==> src/rtl/instr_fetch_seq_if.sv <==
// ---------------------------------------------------------------------------
// instr_fetch_seq_if
//
// Instruction-memory read bus between the fetch sequencer and the instruction
// memory.
//
//   mem_req     master -> slave  one-cycle read request
//   mem_addr    master -> slave  read address, held from req until rvalid
//   mem_rvalid  slave  -> master read data valid
//   mem_rdata   slave  -> master {opcode, operand} word, 2*DATA_WIDTH bits
//
// Modports: master (sequencer side), slave (memory side).
// ---------------------------------------------------------------------------
interface instr_fetch_seq_if #(
  parameter int DATA_WIDTH = 16
);
  logic                    mem_req;
  logic [DATA_WIDTH-1:0]   mem_addr;
  logic                    mem_rvalid;
  logic [2*DATA_WIDTH-1:0] mem_rdata;

  modport master (
    output mem_req,
    output mem_addr,
    input  mem_rvalid,
    input  mem_rdata
  );

  modport slave (
    input  mem_req,
    input  mem_addr,
    output mem_rvalid,
    output mem_rdata
  );
endinterface : instr_fetch_seq_if

==> src/rtl/instr_fetch_seq.sv <==
// ---------------------------------------------------------------------------
// instr_fetch_seq
//
// Instruction fetch/sequencing FSM for the 16-bit processor. Each pass of the
// loop reads the PC off the shared PC bus, fetches one {opcode, operand} word
// from instruction memory, presents it to the execute units until they report
// completion, then strobes the program counter so it advances or branches.
// A word whose opcode[15:8] equals HALT_OP parks the sequencer in HALT until
// reset.
//
// Ports
//   clk             in   clock, all logic on posedge
//   reset           in   synchronous, active-high
//   run             in   level; 1 = sequencer may fetch/execute
//   pc_in           in   PC bus value (valid while pc_read_enable=1)
//   pc_read_enable  out  drives PC onto the bus (ADDR only)
//   pc_enable       out  one-cycle advance/branch strobe to the PC (ADV only)
//   mem             --   instruction memory read bus (master modport)
//   opcode          out  latched opcode, stable from WAIT exit to next rvalid
//   operand         out  latched operand, same stability as opcode
//   instr_valid     out  1 while EXEC presents the instruction
//   exec_done       in   execute units finished
//   halted          out  1 in HALT
//   state_dbg       out  current state encoding
//
// Optional feature (macro IFETCH_SINGLE_STEP_EN)
//   Adds step_mode/step inputs. With step_mode=1, EXEC withholds instr_valid
//   (and ignores exec_done) until a step pulse is sampled inside EXEC.
// ---------------------------------------------------------------------------
module instr_fetch_seq #(
  parameter int         DATA_WIDTH = 16,
  parameter logic [7:0] HALT_OP    = 8'hFF
) (
  input  logic                  clk,
  input  logic                  reset,
  input  logic                  run,
  input  logic [DATA_WIDTH-1:0] pc_in,
  output logic                  pc_read_enable,
  output logic                  pc_enable,
  instr_fetch_seq_if.master     mem,
  output logic [DATA_WIDTH-1:0] opcode,
  output logic [DATA_WIDTH-1:0] operand,
  output logic                  instr_valid,
  input  logic                  exec_done,
  output logic                  halted,
`ifdef IFETCH_SINGLE_STEP_EN
  input  logic                  step_mode,
  input  logic                  step,
`endif
  output logic [2:0]            state_dbg
);

  typedef enum logic [2:0] {
    S_IDLE = 3'd0,
    S_ADDR = 3'd1,
    S_WAIT = 3'd2,
    S_EXEC = 3'd3,
    S_ADV  = 3'd4,
    S_HALT = 3'd5
  } state_t;

  state_t                  state, state_nxt;
  logic [DATA_WIDTH-1:0]   addr_q;
  logic                    addr_load;
  logic                    instr_load;
  logic                    mem_req_c;
  logic                    exec_go;
  logic                    is_halt_word;

  // Halt detection looks only at the top byte of the opcode half of the word.
  assign is_halt_word = (mem.mem_rdata[2*DATA_WIDTH-1 -: 8] == HALT_OP);

  // -------------------------------------------------------------------------
  // Single-step gate: exec_go says whether EXEC may present the instruction.
  // -------------------------------------------------------------------------
`ifdef IFETCH_SINGLE_STEP_EN
  logic step_seen;

  // A step pulse only counts while in EXEC; the flag drops when EXEC is left
  // so the next instruction needs its own pulse.
  always_ff @(posedge clk) begin
    if (reset) begin
      step_seen <= 1'b0;
    end else begin
      step_seen <= (state == S_EXEC) && (state_nxt == S_EXEC) && (step_seen || step);
    end
  end

  assign exec_go = !step_mode || step_seen;
`else
  assign exec_go = 1'b1;
`endif

  // -------------------------------------------------------------------------
  // State and datapath registers
  // -------------------------------------------------------------------------
  // NOTE: sequential state uses non-blocking assignments so every register
  // samples the pre-edge values of the others, independent of statement order.
  always_ff @(posedge clk) begin
    if (reset) begin
      state   <= S_IDLE;
      addr_q  <= '0;
      opcode  <= '0;
      operand <= '0;
    end else begin
      state <= state_nxt;
      if (addr_load) begin
        addr_q <= pc_in;
      end
      if (instr_load) begin
        {opcode, operand} <= mem.mem_rdata;
      end
    end
  end

  // -------------------------------------------------------------------------
  // Next-state and output decode
  // -------------------------------------------------------------------------
  // NOTE: every signal written here gets a default first, so no path through
  // the case can leave one unassigned and infer a latch.
  always_comb begin
    state_nxt      = state;
    pc_read_enable = 1'b0;
    pc_enable      = 1'b0;
    mem_req_c      = 1'b0;
    instr_valid    = 1'b0;
    halted         = 1'b0;
    addr_load      = 1'b0;
    instr_load     = 1'b0;

    unique case (state)
      S_IDLE: begin
        if (run) begin
          state_nxt = S_ADDR;
        end
      end

      S_ADDR: begin
        pc_read_enable = 1'b1;
        mem_req_c      = 1'b1;
        addr_load      = 1'b1;
        state_nxt      = S_WAIT;
      end

      // Wait is unbounded; rvalid outside this state never reaches the latch.
      S_WAIT: begin
        if (mem.mem_rvalid) begin
          instr_load = 1'b1;
          state_nxt  = is_halt_word ? S_HALT : S_EXEC;
        end
      end

      // exec_done is only honoured once the instruction is actually presented.
      S_EXEC: begin
        if (exec_go) begin
          instr_valid = 1'b1;
          if (exec_done) begin
            state_nxt = S_ADV;
          end
        end
      end

      // opcode is still the executed one here, so the PC can decode a jump.
      // run is only consulted at this exit, never mid-instruction.
      S_ADV: begin
        pc_enable = 1'b1;
        state_nxt = run ? S_ADDR : S_IDLE;
      end

      S_HALT: begin
        halted = 1'b1;
      end

      default: begin
        state_nxt = S_IDLE;
      end
    endcase
  end

  // The address is passed straight through during the request cycle so the
  // memory sees it together with mem_req, then held from the register.
  assign mem.mem_req  = mem_req_c;
  assign mem.mem_addr = (state == S_ADDR) ? pc_in : addr_q;
  assign state_dbg    = state;

endmodule : instr_fetch_seq

==> src/flat_wrapper.sv <==
// flat-port wrapper written by rule: the top's interface ports become plain ports
module instr_fetch_seq_flat 
#(
  parameter int         DATA_WIDTH = 16,
  parameter logic [7:0] HALT_OP    = 8'hFF
)
  (clk, reset, run, pc_in, pc_read_enable, pc_enable, opcode, operand, instr_valid, exec_done, halted, state_dbg, mem_mem_req, mem_mem_addr, mem_mem_rvalid, mem_mem_rdata);
  instr_fetch_seq_if #(.DATA_WIDTH(DATA_WIDTH)) mem_i ();
  input  logic clk;
  input  logic reset;
  input  logic run;
  input  logic [DATA_WIDTH-1:0] pc_in;
  output logic pc_read_enable;
  output logic pc_enable;
  output logic [DATA_WIDTH-1:0] opcode;
  output logic [DATA_WIDTH-1:0] operand;
  output logic instr_valid;
  input  logic exec_done;
  output logic halted;
  output logic [2:0] state_dbg;
  output wire logic [$bits(mem_i.mem_req)-1:0] mem_mem_req;
  output wire logic [$bits(mem_i.mem_addr)-1:0] mem_mem_addr;
  input wire logic [$bits(mem_i.mem_rvalid)-1:0] mem_mem_rvalid;
  input wire logic [$bits(mem_i.mem_rdata)-1:0] mem_mem_rdata;
  assign mem_mem_req = mem_i.mem_req;
  assign mem_mem_addr = mem_i.mem_addr;
  assign mem_i.mem_rvalid = mem_mem_rvalid;
  assign mem_i.mem_rdata = mem_mem_rdata;
  instr_fetch_seq #(.DATA_WIDTH(DATA_WIDTH), .HALT_OP(HALT_OP)) u_core (.clk(clk), .reset(reset), .run(run), .pc_in(pc_in), .pc_read_enable(pc_read_enable), .pc_enable(pc_enable), .mem(mem_i), .opcode(opcode), .operand(operand), .instr_valid(instr_valid), .exec_done(exec_done), .halted(halted), .state_dbg(state_dbg));
endmodule
==> config.mk <==
export PLATFORM = sky130hd
export DESIGN_NAME = instr_fetch_seq_flat
export DESIGN_NICKNAME = d
export VERILOG_FILES = /design/src/rtl/instr_fetch_seq_if.sv /design/src/rtl/instr_fetch_seq.sv /design/src/flat_wrapper.sv
export SDC_FILE = /design/constraint.sdc
export NUM_CORES = 1
export LEC_CHECK = 0
export BUFFER_PORTS_ARGS = -buffer_cell sky130_fd_sc_hd__buf_4
export CORE_ASPECT_RATIO = 1.4
export CORE_MARGIN = 4
export CORE_UTILIZATION = 35
export CTS_CLUSTER_SIZE = 8
export DETAILED_ROUTE_END_ITERATION = 16
export GPL_ROUTABILITY_DRIVEN = 0
export PLACE_DENSITY = 0.7
export REMOVE_ABC_BUFFERS = 1
export SYNTH_ARGS = -nofsm -noshare
export SYNTH_HDL_FRONTEND = slang
export SYNTH_SLANG_ARGS = --single-unit
==> constraint.sdc <==
create_clock -name clk -period 2.6 [get_ports clk]
set_clock_uncertainty 0.15 [all_clocks]
set_input_delay 0.13 -clock clk [delete_from_list [all_inputs] [get_ports clk]]
set_output_delay 0.13 -clock clk [all_outputs]
set_load 0.01 [all_outputs]
==> impl_metrics.toml, run 1 <==
[clock_tree]
clk_latency_ps = 290
clk_path_buf_depth = 2
numCtsBuffers = 5
cts.sinks = 51
cts_tree = "yes"
clock_tree.root_cell = "clkbuf_8"
clk_pin_slew_ps = 90
htree_levels = 2
post-cts-setup-buffers = 0
post_cts_resized = 0

[cells_and_area]
syn2layout_area_growth_pct = 59.5
num-fill-cells = 503
register_area_mm2 = 0.00102
layout.nets = 407
drive_above_1_share_pct = 39.7
multiInputGateArea_um2 = 912
antenna_cells = 0
stdcell_area_mm2 = 0.00327

[sta]
rsz0062_at_grt = "false"
worst_pin_slew_ps = 542
max_freq_mhz = 481
relSlewSlack_pct = 63.9
min_period_over_period_pct = 79.9
hold_violations = 0
setup_viol = 0
setup_ws_ps = 523
finalMaxSlewViolations = 0
min_period_ps = 2080
fin_setup_tns_ps = 0

[grt]
top_usage_layer = "met2"
use_met3_pct = 2.35
antenna_found_initial = 0
grt_max_degree = 53
grt_pass1_vias = 1970
track_usage_pct = 16.1
overflow = 0
use_met1_pct = 18.1
use_met2_pct = 28.4
grt_pass1_wl_mm = 9.31

[yosys]
synthFlopType = "dfxtp_1"
synth_edf_count = 0
synth_area_mm2 = 0.00205
ys_seq_elements = 51
syn_inst = 221
synth_largest_area_cell = "dfxtp_1"
yosysTopAreaCellShare_pct = 49.8
synthTopCellsByCount = "64 x nand2_1, 51 x dfxtp_1, 34 x a21oi_1"
synth.most_common_cell = "nand2_1"
async_flop_share_pct = 0
synthTopCellsByArea = "dfxtp_1 50%, nand2_1 12%, a21oi_1 8.3%"
synth-seq-area-share_pct = 49.8
yosys_warnings = 0
synth.distinct_cells = 31
syn_avg_cell_area_um2 = 9.28

[setup_path]
r2r-start = "u_core.state_dbg[0]"
cp_data_required_time_ps = 2320
rrSetupSlack_ps = 850
critPathKind = "reg2out"
path_max_fanout = 19
reg2reg_to = "u_core.addr_q[14]"
cp.arrival_ps = 1800
worstSetupEndpointType = "output port"
critPathLaunchType = "register"
reg2reg_depth = 4

[placed_design]
post_dp_cell_area_mm2 = 0.00285
portBuffers = 108
dp_hpwl_mm = 3.83
pre_cts_slack_ps = 854

[floorplan]
row_count = 32
pin_count = 109
die_h_um = 98.6
dieArea_mm2 = 0.00717
design.core.area_mm2 = 0.00561
start_util_pct = 36.6
die_w_um = 72.7

[routing]
ant_nets = 0
vias = 1958
drt_iter0_markers = 72
wl_mm = 5.75
wl_per_cell_um = 13.6
first_pass_iters = 4
drc = 0
viasPerCell = 4.63

[power]
p_leak_uw = 0.00145
p_per_area_mw_per_mm2 = 553
vdd_drop_max_mv = 0.350

[hold_path]
min_from = "pc_in[7]"
min_path_type = "in2reg"
hold_path_end = "u_core.addr_q[7]"
hold_path_depth = 3

[job]
drv_cap = 0

[run_status]
outcome = "finished clean"
-- per-stage QoR --
stage | power [uW] | hold slack (ps) | util (%) | instances
finish | 1810 | 18.6 | 58.3 | 423
global route | 1910 | 22.4 | 58.3 | 423
CTS | 1840 | 5.15 | 58.3 | 423
detailed placement | 1310 | 236 | 50.9 | 383
global placement | 1300 | 228 | 50.9 | 383
floorplan | 1090 | 44.3 | - | 205
-- logic make-up after synthesis --
| group | count (synthesis) | synth area share, % |
|---|---|---|
| simple gates | 95 | 23.1 |
| mux | 17 | 10.7 |
| buf+inv | 18 | 5.74 |
| flops | 51 | 49.8 |
| compound gates | 40 | 10.7 |
-- registers in the layout (all words and copies together) (netlist names) --
name	cells
u_core.addr_q	16
u_core.opcode	16
u_core.state_dbg	3
u_core.operand	16
-- critical path, cell delays in order, from the launching register on --
cell,delay (ps)
dfxtp_1,530
nand2b_4,110
nor2_8,320
mux2_2,390
buf_4,150
-- timing repair --
item / 4_1_cts / 5_1_grt
endpoints found under the hold margin: 32 / 0
setup endpoints to repair: 0 / 0
hold buffers: 32 / 0
-- worst max path at each step --
stage / startpoint / to / slack, ps / cells after the start
global route: u_core.state_dbg[0] / mem_mem_addr[11] / 420 / 4
floorplan: u_core.state_dbg[1] / u_core.opcode[0] / 780 / 3
global placement: u_core.state_dbg[0] / mem_mem_addr[15] / 900 / 4
CTS: u_core.state_dbg[0] / mem_mem_addr[11] / 510 / 4
detailed placement: u_core.state_dbg[0] / mem_mem_addr[11] / 850 / 4
finish: u_core.state_dbg[0] / mem_mem_addr[15] / 520 / 4
-- placed cells by master, fill, tap and decap left out, types with 2 or more instances in the layout --
master	Yosys	final
mux2_4	8	8
o21ai_0	2	2
inv_1	2	2
buf_4	5	110
nor2_1	2	2
dfxtp_1	51	51
dlygate4sd3_1	0	32
nand2_1	64	64
nand2b_1	2	2
mux2_2	8	8
a21oi_1	34	34
nor2b_1	9	9
nand4_1	2	2
and2b_1	7	7
clkbuf_8	1	6
-- power by group --
group	total, uW	switching (uW)	internal [uW]
logic	465	195	271
registers	864	33.5	831
clock network	480	263	218
total	1810	491	1320
-- routing by layer --
| metal | share of wire [%] | vias to the layer above | wire length [um] |
|---|---|---|---|
| met5 | 0 | - | 0 |
| met4 | 3.5 | 0 | 199 |
| met3 | 4.8 | 15 | 276 |
| met2 | 54 | 60 | 3100 |
| met1 | 38 | 899 | 2180 |
| li1 | - | 984 | - |
-- layout make-up --
| class | count | area share, % |
|---|---|---|
| Inverter | 2 | 0.230 |
| Clock inverter | 2 | 0.497 |
| Timing Repair Buffer | 142 | 35.0 |
| Tap cell | 68 | 2.60 |
| Multi-Input combinational cell | 152 | 27.9 |
| Clock buffer | 6 | 2.52 |
| Sequential cell | 51 | 31.2 |
No activity file was read; power rests on OpenSTA's default activity.
==> run 2, diff against run 1 <==
--- a/config.mk
+++ b/config.mk
@@ -5,6 +5,7 @@
 export SDC_FILE = /design/constraint.sdc
 export NUM_CORES = 1
 export LEC_CHECK = 0
+export ABC_AREA = 1
 export BUFFER_PORTS_ARGS = -buffer_cell sky130_fd_sc_hd__buf_4
 export CORE_ASPECT_RATIO = 1.4
 export CORE_MARGIN = 4
@@ -12,7 +13,7 @@
 export CTS_CLUSTER_SIZE = 8
 export DETAILED_ROUTE_END_ITERATION = 16
 export GPL_ROUTABILITY_DRIVEN = 0
-export PLACE_DENSITY = 0.7
+export PLACE_DENSITY = 0.68
 export REMOVE_ABC_BUFFERS = 1
 export SYNTH_ARGS = -nofsm -noshare
 export SYNTH_HDL_FRONTEND = slang
==> constraint.sdc (replaced) <==
create_clock -name clk -period 1.92 [get_ports clk]
set_clock_uncertainty 0.15 [all_clocks]
set_input_delay 0.096 -clock clk [delete_from_list [all_inputs] [get_ports clk]]
set_output_delay 0.096 -clock clk [all_outputs]
set_load 0.01 [all_outputs]
==> run 2 against run 1 <==
Against the previous run:
- first-iteration DRC count is 110% higher
- synthesized cell count is 39% higher
- sequential cell count did not move
- non-clock buffer count grew 23
- design area is 16% higher
- clock-buffer cell count unchanged
- sequential share of layout area shrank 4.1 points
- register-to-register slack worse by 640 ps
==> impl_metrics.toml, run 2 <==
[run_status]
outcome = "finished clean"

[cells_and_area]
multiInputGateArea_um2 = 967
largestRegisters = "u_core.addr_q x16, u_core.opcode x16, u_core.operand x16"
layout.nets = 512
final_common_cell = "buf_4"
register_area_mm2 = 0.00102
syn2layout_area_growth_pct = 61.1
num-fill-cells = 582
antenna_cells = 0
drive_above_1_share_pct = 31.1
layout_common_cells = "110 x buf_4, 64 x nand2_1, 55 x dlygate4sd3_1"

[yosys]
yosysTopAreaCellShare_pct = 43.5
synth-seq-area-share_pct = 43.5
synthTopCellsByCount = "64 x nand2_1, 53 x inv_1, 52 x a21oi_1"
syn_avg_cell_area_um2 = 7.62
async_flop_share_pct = 0
ys_seq_elements = 51
synthTopCellsByArea = "dfxtp_1 44%, a21oi_1 11%, nand2_1 10%"
syn_inst = 308
synth.distinct_cells = 22
synth_edf_count = 0
yosys_warnings = 0
synthFlopType = "dfxtp_1"
synth_area_mm2 = 0.00235
synth_largest_area_cell = "dfxtp_1"
synth.most_common_cell = "nand2_1"

[power]
vdd_drop_max_mv = 0.597
p_per_area_mw_per_mm2 = 804
p_leak_uw = 0.00174

[clock_tree]
post-cts-setup-buffers = 0
clock_tree.root_cell = "clkbuf_8"
numCtsBuffers = 5
clk_pin_slew_ps = 90
clk_latency_ps = 290
htree_levels = 2
clk_path_buf_depth = 2
cts_tree = "yes"
cts.sinks = 51

[setup_path]
cp_data_required_time_ps = 1670
path_max_fanout = 34
critPathKind = "reg2out"
cp.arrival_ps = 1560
critPathLaunchType = "register"
worstSetupEndpointType = "output port"

[sta]
worst_hold_slack_ps = 115
rsz0062_at_grt = "false"
hold_violations = 0
worst_pin_slew_ps = 588
max_freq_mhz = 555
setup_viol = 0
min_period_over_period_pct = 93.8
min_period_ps = 1800
relSlewSlack_pct = 60.8
fin_setup_tns_ps = 0
finalMaxSlewViolations = 0

[routing]
first_pass_iters = 4
drc = 0
vias = 2454
drt_iter0_markers = 151
wl_per_cell_um = 12.1
wl_mm = 6.48
viasPerCell = 4.60
ant_nets = 0

[grt]
grt_pass1_wl_mm = 10.7
grt_max_degree = 52
grt_pass1_vias = 2320
track_usage_pct = 16.0
overflow = 0
antenna_found_initial = 0

[floorplan]
start_util_pct = 35.7
pin_count = 109
dieArea_mm2 = 0.00810
die_w_um = 77.2
design.core.area_mm2 = 0.00657
row_count = 35
die_h_um = 105

[placed_design]
portBuffers = 108
dp_hpwl_mm = 4.06

[hold_path]
min_path_type = "in2reg"

[job]
drv_cap = 0
run 2: where the power goes:
part           leakage [uW]  total, uW  switching (uW)  internal (uW)
Clock             0.0000474        646             351            295
Combinational       0.00128       1170             622            544
Sequential         0.000416       1230            54.6           1170
Total               0.00174       3040            1030           2010
run 2: final timing paths:
kind | from | end | slack [ps] | cells after the start
min | exec_done | u_core.state_dbg[0] | 120 | 6
max | u_core.state_dbg[2] | mem_mem_addr[4] | 120 | 5
min reg2reg | u_core.operand[11] | u_core.operand[11] | 320 | 2
max reg2reg | u_core.state_dbg[0] | u_core.opcode[14] | 210 | 6
run 2: critical path, stage by stage (launching register included):
cell	delay, ps
dfxtp_2	450
inv_2	100
nand2_8	160
clkinv_8	160
a21oi_1	220
buf_4	150
run 2: cells by family (layout without fill, tap and decap cells):
logic type | count (synthesis) | after routing | synth area share [%]
AOI/OAI and AO/OA | 69 | 69 | 19.2
and+or+nand+nor | 112 | 112 | 21.7
DFF | 51 | 51 | 43.5
buffers and inverters | 76 | 228 | 15.6
run 2: area by class of cell:
class	count	area share [%]
repair buffers	165	36.4
multi-input cells	181	25.6
clock buffers	6	2.19
clock inverters	2	0.430
well taps	74	2.45
flip-flops and latches	51	27.1
inverters	55	5.79
run 2: repair_timing:
item | in CTS | in global routing
endpoints found under the hold margin | 49 | 0
hold buffers | 55 | 0
resized for setup | 2 | 5
endpoints found under the setup margin | 16 | 18
run 2: routing by layer:
layer	global-route usage, %	wire, um	up-vias
li1	-	-	1275
met1	17.7	2590	1075
met2	29.7	3310	97
met3	3.88	483	7
met4	4.33	89	0
met5	0	0	-
run 2: per-stage QoR:
stage,total power (uW),setup slack [ps],util [%],area (um2),std cells
2_1_floorplan,1820,213,-,2190,287
3_3_place_gp,2300,262,47.3,3110,471
3_5_place_dp,2310,217,47.3,3110,471
4_1_cts,3060,17.9,57.3,3760,534
5_1_grt,3250,11.1,57.5,3780,534
6_report,3040,119,57.5,3780,534
==> run 3, diff against run 2 <==
--- a/config.mk
+++ b/config.mk
@@ -14,7 +14,6 @@
 export DETAILED_ROUTE_END_ITERATION = 16
 export GPL_ROUTABILITY_DRIVEN = 0
 export PLACE_DENSITY = 0.68
-export REMOVE_ABC_BUFFERS = 1
 export SYNTH_ARGS = -nofsm -noshare
 export SYNTH_HDL_FRONTEND = slang
 export SYNTH_SLANG_ARGS = --single-unit
==> constraint.sdc (replaced) <==
create_clock -name clk -period 2.21 [get_ports clk]
set_clock_uncertainty 0.15 [all_clocks]
set_input_delay 0.1105 -clock clk [delete_from_list [all_inputs] [get_ports clk]]
set_output_delay 0.1105 -clock clk [all_outputs]
set_load 0.01 [all_outputs]
==> run 3 against run 2 <==
Against the previous run:
- global-route usage fell by 0.38 points
- sequential power is 14% lower
- critical path depth stayed put
- non-clock buffer count down 7
- design area is 2.4% lower
- first-iteration DRC count down 6.0%
- sequential cell count did not move
- via count shrank 0.90%
- clock-buffer cell count down 1
- utilization shrank 1.4 points
- critical path type unchanged
- largest cell class unchanged
==> impl_metrics.toml, run 3 (same netlist as run 2, synthesis figures left out) <==
[floorplan]
start_util_pct = 35.7
die_w_um = 77.2
pin_count = 109
dieArea_mm2 = 0.00810
die_h_um = 105
row_count = 35
design.core.area_mm2 = 0.00657

[clock_tree]
clk_path_buf_depth = 2
cts.sinks = 51
clock_tree.root_cell = "clkbuf_8"
clk_pin_slew_ps = 100
htree_levels = 2
numCtsBuffers = 5
cts_tree = "yes"
post-cts-setup-buffers = 0
clk_latency_ps = 310

[power]
vdd_drop_max_mv = 0.382
p_per_area_mw_per_mm2 = 712
totalPowerFinal_uw = 2630
p_leak_uw = 0.00172

[cells_and_area]
antenna_cells = 0
final_common_cell = "buf_4"
layout_common_cells = "109 x buf_4, 64 x nand2_1, 53 x inv_1"
syn2layout_area_growth_pct = 57.3
largestRegisters = "u_core.addr_q x16, u_core.opcode x16, u_core.operand x16"
layout.nets = 505
stdcell_area_mm2 = 0.00369
drive_above_1_share_pct = 30.7

[sta]
fin_setup_tns_ps = 0
finalMaxSlewViolations = 0
worst_hold_slack_ps = 103
worst_pin_slew_ps = 612
min_period_ps = 1990
hold_violations = 0
rsz0062_at_grt = "false"
max_freq_mhz = 502
relSlewSlack_pct = 59.2
setup_ws_ps = 218
min_period_over_period_pct = 90.2
setup_viol = 0

[routing]
drc = 0
wl_mm = 6.48
wl_per_cell_um = 12.3
viasPerCell = 4.61
first_pass_iters = 4
drt_iter0_markers = 142
ant_nets = 0
vias = 2432

[placed_design]
pre_cts_slack_ps = 419
post_dp_cell_area_mm2 = 0.00310
dp_hpwl_mm = 4.16
portBuffers = 108

[grt]
overflow = 0
antenna_found_initial = 0
grt_pass1_vias = 2301
grt_max_degree = 52
track_usage_pct = 15.6
grt_pass1_wl_mm = 10.5

[run_status]
outcome = "finished clean"

[setup_path]
cp_data_required_time_ps = 1950
crit_start = "u_core.state_dbg[2]"
worstSetupEndpointType = "output port"
path_max_fanout = 34
cp.arrival_ps = 1730
r2r-start = "u_core.state_dbg[1]"
critPathKind = "reg2out"
critPathLaunchType = "register"

[job]
drv_cap = 0

[hold_path]
min_from = "mem_mem_rvalid"
min_path_type = "in2reg"

[yosys]
syn_nets = 361
[run 3: cell types whose count changed in the layout (fill, tap and decap cells not counted), sizes merged]
cell	delta
clkbuf	-1
dlygate4sd3	-6
inv	+2
buf	-1
clkinvlp	-1
[run 3: final timing paths]
kind                       end  slack [ps]  cells after the start
max           mem_mem_addr[12]         220                      5
min           u_core.opcode[9]         100                      3
max reg2reg  u_core.opcode[14]         400                      5
min reg2reg  u_core.opcode[13]         320                      2
[run 3: stage by stage]
stage	std cells	util, %
after floorplan	308	-
after global placement	470	47.2
after detailed placement	470	47.2
after CTS	527	56.1
after global routing	527	56.2
final	527	56.2
[run 3: layer usage]
metal / routed length, um / vias up / track usage, %
li1: - / 1259 / -
met1: 2700 / 1082 / 17.7
met2: 3290 / 80 / 28.8
met3: 336 / 11 / 2.84
met4: 153 / 0 / 5.09
met5: 0 / - / 0
[run 3: timing repair]
action                                  in CTS  in global routing
endpoints found under the setup margin       0                 12
hold buffers                                49                  0
hold endpoints to repair                    49                  0
resized for setup                            0                  1
[run 3: power by group]
group	internal, uW	switching [uW]
sequential	1020	47.7
clock	235	334
combinational	459	535
[run 3: final cells by class]
cell class	count	area [um2]
clock buffer	5	68.8
clock inverter	3	28.8
fill	606	2880
inverter	55	211
multi-input combinational	181	958
sequential	51	1020
tap	74	92.6
timing repair buffer	158	1310
[run 3: worst max-delay path: stages (launching register included)]
cell and delay [ps]:
dfxtp_1 580, inv_2 100, nand2_4 220, inv_6 150, a21oi_1 210, buf_4 150
